**config.mk**
```make
export PLATFORM = sky130hd
export DESIGN_NAME = div_tick_led_flow_flat
export DESIGN_NICKNAME = d
export VERILOG_FILES = /design/src/rtl/div_tick_led_flow_pkg.sv /design/src/rtl/div_tick_led_flow_if.sv /design/src/rtl/div_tick_led_flow_edge_rise_det.sv /design/src/rtl/div_tick_led_flow.sv /design/src/flat_wrapper.sv
export SDC_FILE = /design/constraint.sdc
export NUM_CORES = 1
export LEC_CHECK = 0
export CAP_MARGIN = 20
export CORE_MARGIN = 5
export CORE_UTILIZATION = 45
export CTS_BUF_LIST = sky130_fd_sc_hd__clkbuf_8
export CTS_CLUSTER_SIZE = 16
export DETAILED_ROUTE_END_ITERATION = 7
export PLACE_DENSITY_LB_ADDON = 0.12
export SKIP_CTS_REPAIR_TIMING = 1
export SYNTH_ARGS = -nofsm -noshare
export SYNTH_HDL_FRONTEND = slang
export SYNTH_SLANG_ARGS = --single-unit
export TNS_END_PERCENT = 5
```
**constraint.sdc**
```tcl
create_clock -name sys_clk -period 4 [get_ports sys_clk]
set_input_delay 0.8 -clock sys_clk [delete_from_list [all_inputs] [get_ports sys_clk]]
set_output_delay 0.8 -clock sys_clk [all_outputs]
set_load 0.005 [all_outputs]
```
**src/rtl/div_tick_led_flow_pkg.sv**
```systemverilog
// Shared encodings for the LED flow stage: step modes and bounce direction states.
package div_tick_led_flow_pkg;

    typedef enum logic [1:0] {
        MODE_ROL    = 2'b00,
        MODE_ROR    = 2'b01,
        MODE_BOUNCE = 2'b10,
        MODE_HOLD   = 2'b11
    } mode_e;

    typedef enum logic {
        GO_LEFT  = 1'b0,
        GO_RIGHT = 1'b1
    } bounce_e;

endpackage

```
**src/rtl/div_tick_led_flow_if.sv**
```systemverilog
// Signal bundle between the divided-clock source/controls and the LED flow stage.
// No handshake: every signal is a level sampled on each sys_clk rising edge.
interface div_tick_led_flow_if #(
    parameter int LED_W = 4,
    parameter int CNT_W = 3
);
    logic             clk_div_in;
    logic             en;
    logic [1:0]       mode;
    logic [LED_W-1:0] led;
    logic             step_pulse;
    logic [CNT_W-1:0] dbg_tick_cnt;
    logic             dbg_bounce_state;

    modport master (
        output clk_div_in, en, mode,
        input  led, step_pulse, dbg_tick_cnt, dbg_bounce_state
    );

    modport slave (
        input  clk_div_in, en, mode,
        output led, step_pulse, dbg_tick_cnt, dbg_bounce_state
    );
endinterface

```
**src/rtl/div_tick_led_flow_edge_rise_det.sv**
```systemverilog
// Rising-edge detector for a slow level signal already in the sys_clk domain.
// The delay register resets high so a signal held high through reset is not seen as an edge.
module edge_rise_det (
    input  logic sys_clk,
    input  logic sys_rst_n,
    input  logic sig,
    output logic rise
);
    logic sig_d1;

    always_ff @(posedge sys_clk or negedge sys_rst_n) begin
        if (!sys_rst_n) begin
            sig_d1 <= 1'b1;
        end else begin
            sig_d1 <= sig;
        end
    end

    assign rise = sig & ~sig_d1;
endmodule

```
**src/rtl/div_tick_led_flow.sv**
```systemverilog
// Counts rising edges of the divided clock and advances a one-hot LED pattern
// every TICKS_PER_STEP edges: rotate left, rotate right, bounce or hold.
module div_tick_led_flow
    import div_tick_led_flow_pkg::*;
#(
    parameter int LED_W          = 4,
    parameter int TICKS_PER_STEP = 5,
    parameter int CNT_W          = 3
) (
    input  logic               sys_clk,
    input  logic               sys_rst_n,
    div_tick_led_flow_if.slave bus
);
    localparam logic [CNT_W-1:0] LAST_TICK = CNT_W'(TICKS_PER_STEP - 1);
    localparam logic [LED_W-1:0] LED_RESET = LED_W'(1);

    logic             rise;
    logic             step;
    logic [CNT_W-1:0] tick_cnt;
    logic [LED_W-1:0] led_q;
    logic [LED_W-1:0] led_d;
    logic             step_pulse_q;
    bounce_e          state_q;
    bounce_e          state_d;
    mode_e            mode;

    assign mode = mode_e'(bus.mode);

    edge_rise_det u_edge (
        .sys_clk   (sys_clk),
        .sys_rst_n (sys_rst_n),
        .sig       (bus.clk_div_in),
        .rise      (rise)
    );

    // The step is committed on the same edge that samples the rise.
    assign step = bus.en & rise & (tick_cnt == LAST_TICK);

    always_ff @(posedge sys_clk or negedge sys_rst_n) begin
        if (!sys_rst_n) begin
            tick_cnt <= '0;
        end else if (bus.en && rise) begin
            if (tick_cnt == LAST_TICK) begin
                tick_cnt <= '0;
            end else begin
                tick_cnt <= tick_cnt + 1'b1;
            end
        end
    end

    always_ff @(posedge sys_clk or negedge sys_rst_n) begin
        if (!sys_rst_n) begin
            state_q      <= GO_LEFT;
            led_q        <= LED_RESET;
            step_pulse_q <= 1'b0;
        end else begin
            state_q      <= state_d;
            led_q        <= led_d;
            step_pulse_q <= step;
        end
    end

    always_comb begin
        led_d   = led_q;
        state_d = (mode == MODE_BOUNCE) ? state_q : GO_LEFT;
        if (step) begin
            case (mode)
                MODE_ROL: led_d = {led_q[LED_W-2:0], led_q[LED_W-1]};
                MODE_ROR: led_d = {led_q[0], led_q[LED_W-1:1]};
                MODE_BOUNCE: begin
                    // Non-rotating shifts; turning at an endpoint moves away from it at once.
                    if (state_q == GO_LEFT) begin
                        if (led_q[LED_W-1]) begin
                            state_d = GO_RIGHT;
                            led_d   = {1'b0, led_q[LED_W-1:1]};
                        end else begin
                            led_d   = {led_q[LED_W-2:0], 1'b0};
                        end
                    end else begin
                        if (led_q[0]) begin
                            state_d = GO_LEFT;
                            led_d   = {led_q[LED_W-2:0], 1'b0};
                        end else begin
                            led_d   = {1'b0, led_q[LED_W-1:1]};
                        end
                    end
                end
                default: led_d = led_q;
            endcase
        end
    end

    assign bus.led              = led_q;
    assign bus.step_pulse       = step_pulse_q;
    assign bus.dbg_tick_cnt     = tick_cnt;
    assign bus.dbg_bounce_state = state_q;
endmodule

```
**src/flat_wrapper.sv**
```systemverilog
// flat-port wrapper written by rule: the top's interface ports become plain ports
module div_tick_led_flow_flat import div_tick_led_flow_pkg::*;
#(
    parameter int LED_W          = 4,
    parameter int TICKS_PER_STEP = 5,
    parameter int CNT_W          = 3
)
  (sys_clk, sys_rst_n, bus_clk_div_in, bus_en, bus_mode, bus_led, bus_step_pulse, bus_dbg_tick_cnt, bus_dbg_bounce_state);
  div_tick_led_flow_if #(.LED_W(LED_W), .CNT_W(CNT_W)) bus_i ();
  input  logic sys_clk;
  input  logic sys_rst_n;
  input wire logic [$bits(bus_i.clk_div_in)-1:0] bus_clk_div_in;
  input wire logic [$bits(bus_i.en)-1:0] bus_en;
  input wire logic [$bits(bus_i.mode)-1:0] bus_mode;
  output wire logic [$bits(bus_i.led)-1:0] bus_led;
  output wire logic [$bits(bus_i.step_pulse)-1:0] bus_step_pulse;
  output wire logic [$bits(bus_i.dbg_tick_cnt)-1:0] bus_dbg_tick_cnt;
  output wire logic [$bits(bus_i.dbg_bounce_state)-1:0] bus_dbg_bounce_state;
  assign bus_i.clk_div_in = bus_clk_div_in;
  assign bus_i.en = bus_en;
  assign bus_i.mode = bus_mode;
  assign bus_led = bus_i.led;
  assign bus_step_pulse = bus_i.step_pulse;
  assign bus_dbg_tick_cnt = bus_i.dbg_tick_cnt;
  assign bus_dbg_bounce_state = bus_i.dbg_bounce_state;
  div_tick_led_flow #(.LED_W(LED_W), .TICKS_PER_STEP(TICKS_PER_STEP), .CNT_W(CNT_W)) u_core (.sys_clk(sys_clk), .sys_rst_n(sys_rst_n), .bus(bus_i));
endmodule
```
======== After elaboration in Yosys (flattened, before gate mapping) ========
Cells that the tools add are included.
Widths: inputs -> output; s select.
operators by class
  mux-type cells .......................... 11
  $add $sub $neg .......................... 1
  equality and inequality tests ........... 3
  bitwise operators ....................... 4
  reductions and logical operators ........ 4
operator list
  cell                 count
  $mux 4               3
  $pmux 4 s3           1
  $mux 1               6
  $add 3x1->3 const B  1
  $and 1x1->1          3
  $eq 3x3->1 const B   1
  $mux 3               1
  $reduce_bool 3->1    1
  $eq 2x1->1 const B   1
  $eq 2x2->1 const B   1
  $logic_not 2->1      1
  $reduce_and 2->1     1
  $logic_and 1x1->1    1
  $not 1->1            1
word-level totals
  bits of input ports ..................... 6
  output and inout port bits .............. 9
  bits in registers ....................... 10
  logic and storage cells ................. 28

======== Longest topological paths before layout ========
  depth after elaboration ................. 6
  mapped depth ............................ 6
  gate-level depth less buffers ........... 6

======== Hierarchy ========
A second synthesis with hierarchy kept.
unflattened totals
  cells, all modules ...................... 67
  area total of the unflattened synthesis .. 640.6 um^2
modules (own cells, without submodules)
  module             cells each  sequential area each (um^2)  area each (um^2)  instances
  div_tick_led_flow  65          226.5                        600.6             1
  edge_rise_det      2           26.3                         40.0              1

======== Least setup slack after synthesis ========
Ideal clock, no wire load.
  path kind ............................... input port to flip-flop
  start point ............................. input port bus_mode[0]
  end point ............................... register u_core.led_q[3] (netlist: u_core.bus.led[3])
  library setup time ...................... 0.121 ns
  required time ........................... 3.879 ns
  slack ................................... 2.188 ns
  stages on the path ...................... 6
  path buffers ............................ 0
  arrival time ............................ 1.691 ns
  cell sequence ........................... inv_1 -> ha_1 -> nand2_1 -> o31ai_1 -> a31o_1 -> a22o_1
between the ends
  longest elaborated chain between the ends .. 3
  elaborated cells on any way between the ends .. 6
  those cells by class .................... eq/ne: 2; mux: 1; reduce/logical: 3
RTL lines
  element                                   line                     RTL
  from (decl)                               flat_wrapper.sv:14       input wire logic [$bits(bus_i.mode)-1:0] bus_mode;
  $eq 2x1->1, or another cell as far along  div_tick_led_flow.sv:67  case (mode)
  $reduce_bool 3->1 (no source line)        --
  $reduce_and 2->1 (no source line)         --
  to (signal assigned)                      div_tick_led_flow.sv:58  led_q <= led_d;
  to (decl)                                 div_tick_led_flow.sv:20  logic [LED_W-1:0] led_q;
Several ways; a longest one is shown, not always the timed one.
A chain may end at the register's enable or synchronous reset.

======== Worst setup path in the final report ========
Same ends and word-level chain as after synthesis.

==> flow_metrics.env <==
export IMPL_outcome="complete, no violations"
export IMPL_dr_first_iter_drc_count=5
export IMPL_layout_commonest_cell="clkdlybuf4s50_1"
export IMPL_placed_cell_area_um2=761
export IMPL_crit_arrival_ns=2.29
export IMPL_first_pass_iters=3
export IMPL_r2r_start="u_core.bus.dbg_tick_cnt[0]"
export IMPL_path_clk_slew_ns=0.05
export IMPL_fin_cells=93
export IMPL_stdcell_area_um2=816
export IMPL_cts_tree="yes"
export IMPL_top_layer="met4"
export IMPL_holdPathStages=2
export IMPL_io_buffers=14
export IMPL_synth_compound_area_share_pct=21.0
export IMPL_yosysWarnings=0
export IMPL_grt_pass1_wl_um=1910
export IMPL_drv_cap=0
export IMPL_dp_hpwl_um=868
export IMPL_worst_pin_slew_ns=0.422
export IMPL_coreArea_mm2=0.00128
export IMPL_drcViolationCount=0
export IMPL_max_freq_mhz=461
export IMPL_dp_cells=89
export IMPL_clockRootBuffer="clkbuf_8"
export IMPL_hp_start="u_core.bus.dbg_tick_cnt[2]"
export IMPL_power_density_mw_per_mm2=569
export IMPL_ys_async_sr_fraction_pct=100
export IMPL_crit_path_max_fanout=7
export IMPL_routed_wl_um=1090
export IMPL_synth_xor_area_share_pct=0
export IMPL_antenna_left=0
export IMPL_synth_top_cells_by_area="dfrtp_1, ha_1, dfstp_2, inv_1, nand2_1"
export IMPL_critPathCaptureType="flop"
export IMPL_grt_ovfl_total=0
export IMPL_grt_pass1_vias=440
export IMPL_skew_ns=0.00170
export IMPL_wl_met1_um=509
export IMPL_synth_top_area_share_pct=33.3
export IMPL_cts_sinks=10
export IMPL_cp_start_kind="primary input"
export IMPL_grt_max_degree=11
export IMPL_wl_per_cell_um=11.7
export IMPL_ff2ff_path_depth=5
export IMPL_hold_path_class="reg2reg"
export IMPL_ys_flop_type="dfrtp_1"
export IMPL_insertedDiodeCount=0
export IMPL_nets=90
export IMPL_drive_gt1_share_pct=14.1
export IMPL_required_ns=4.12
export IMPL_die_area_mm2=0.00217
export IMPL_cts_buffer_depth=2
export IMPL_start_util_pct=46.8
export IMPL_dieWidth_um=46.6
export IMPL_reg2reg_slack_ns=2.44
export IMPL_peakVddDrop_v=0.000249
export IMPL_grt_total_usage_pct=12.8
export IMPL_syn_num_nets=71
export IMPL_gp_congestion=0.875
export IMPL_synth_cell_types=26
export IMPL_avgSynthCellArea_um2=10.0
export IMPL_synth_area_um2=602
export IMPL_synth_area_mux_share_pct=3.74
export IMPL_ios=15
export IMPL_syn_to_final_growth_pct=35.6
export IMPL_synth_fa_ha_area_share_pct=10.4
export IMPL_die_h_um=46.6
export IMPL_met3_length_um=59
export IMPL_syn_inst=60
export IMPL_slew_viol_final=0
export IMPL_setup_viol=0
export IMPL_post_route_period_util_pct=54.3
export IMPL_clock_latency_ns=0.23
export IMPL_synth_top_family_by_area="compound AO/OA/AOI/OAI gates"
export IMPL_vias_per_cell=5.25
export IMPL_rows=13
export IMPL_synth_edf_count=0
export IMPL_postLayoutCoreUtil_pct=63.5
export IMPL_layout_min_cycle_time_ns=2.17
export IMPL_criticalPathCategory="in2reg"
export IMPL_final_cell_mix="clkdlybuf4s50_1, inv_1, dfrtp_1"
export IMPL_r2r_end="u_core.bus.led[1]"
export IMPL_fin_setup_tns_ns=0
export IMPL_wl_met2_um=498
export IMPL_slew_headroom_pct=71.8
export IMPL_p_leak_nw=0.364
export IMPL_whs_endpoint="u_core.bus.dbg_tick_cnt[2]"
export IMPL_cts_buffers=3
export IMPL_rsz0062_at_grt="no"
export IMPL_ys_seq_elements=10
export IMPL_htreeDepth=1
export IMPL_hold_viol=0
export IMPL_synthSimpleGateAreaFrac_pct=17.9
export IMPL_ys_seq_area_share_pct=42.0
export IMPL_num_vias=488
export IMPL_hold_ws_ns=0.535
export IMPL_antenna_found_initial=0
export IMPL_yosys_area_top_type="dfrtp_1"
==> synthesized netlist by cell type, drive strengths merged (2+ instances only) <==
cell,number
a31oi,3
dfstp,2
dfrtp,8
nand2b,2
inv,8
o21ai,4
nor2,6
nand2,6
mux2,2
ha,5
==> state kept, by name, indices dropped and copies added, names as in the netlist <==
signal	cells
u_core.bus.dbg_bounce_state	1
u_core.bus.dbg_tick_cnt	3
u_core.bus.led	4
u_core.bus.step_pulse	1
u_core.u_edge.sig_d1	1
==> report_power, final <==
| group | internal, mW | switching [mW] | total (mW) |
|---|---|---|---|
| clock network | 0.0864 | 0.0379 | 0.124 |
| registers | 0.137 | 0.0433 | 0.180 |
| logic | 0.0988 | 0.0604 | 0.159 |
| total | 0.322 | 0.142 | 0.464 |
==> critical path, cell delays in order <==
cell,delay [ns]
clkdlybuf4s50_1,0.51
inv_1,0.06
ha_1,0.38
nand2_1,0.09
o31ai_1,0.06
a31o_1,0.18
a22o_1,0.22
==> worst max-delay path by stage <==
| stage | from | depth (start not counted) | end | slack, ns |
|---|---|---|---|---|
| global placement | bus_mode[0] | 7 | u_core.bus.led[3] | 1.60 |
| floorplan | bus_mode[0] | 6 | u_core.bus.led[3] | 2.19 |
| CTS | bus_mode[0] | 7 | u_core.bus.led[3] | 1.83 |
| global route | bus_mode[0] | 6 | u_core.bus.led[0] | 1.69 |
| finish | bus_mode[0] | 7 | u_core.bus.led[3] | 1.83 |
| detailed placement | bus_mode[0] | 7 | u_core.bus.led[3] | 1.58 |
==> layer usage <==
metal | vias up | track usage, %
met5 | - | 0
met4 | 0 | 8.52
met3 | 2 | 2.73
met2 | 11 | 19.2
met1 | 227 | 16.1
li1 | 248 | -
==> cell families (layout without fill, tap and decap cells) <==
family / count (synthesis) / in the layout
AOI/OAI and AO/OA: 17 / 17
muxes: 2 / 2
buffers and inverters: 8 / 26
DFF: 10 / 10
adders and majority gates: 5 / 5
and+or+nand+nor: 18 / 18
==> area by class of cell <==
class                   count  area (um^2)
clock buffers               4         55.1
fillers                   115          469
inverters                   8         30.0
multi-input cells          42          319
flip-flops and latches     10          253
well taps                  15         18.8
repair buffers             14          140
==> metrics by stage <==
step | power, mW | setup slack [ns]
6_report | 0.464 | 1.83
5_1_grt | 0.505 | 1.69
4_1_cts | 0.471 | 1.83
3_5_place_dp | 0.344 | 1.58
3_3_place_gp | 0.341 | 1.60
2_1_floorplan | 0.253 | 2.19
No activity file was read; power rests on OpenSTA's default activity.
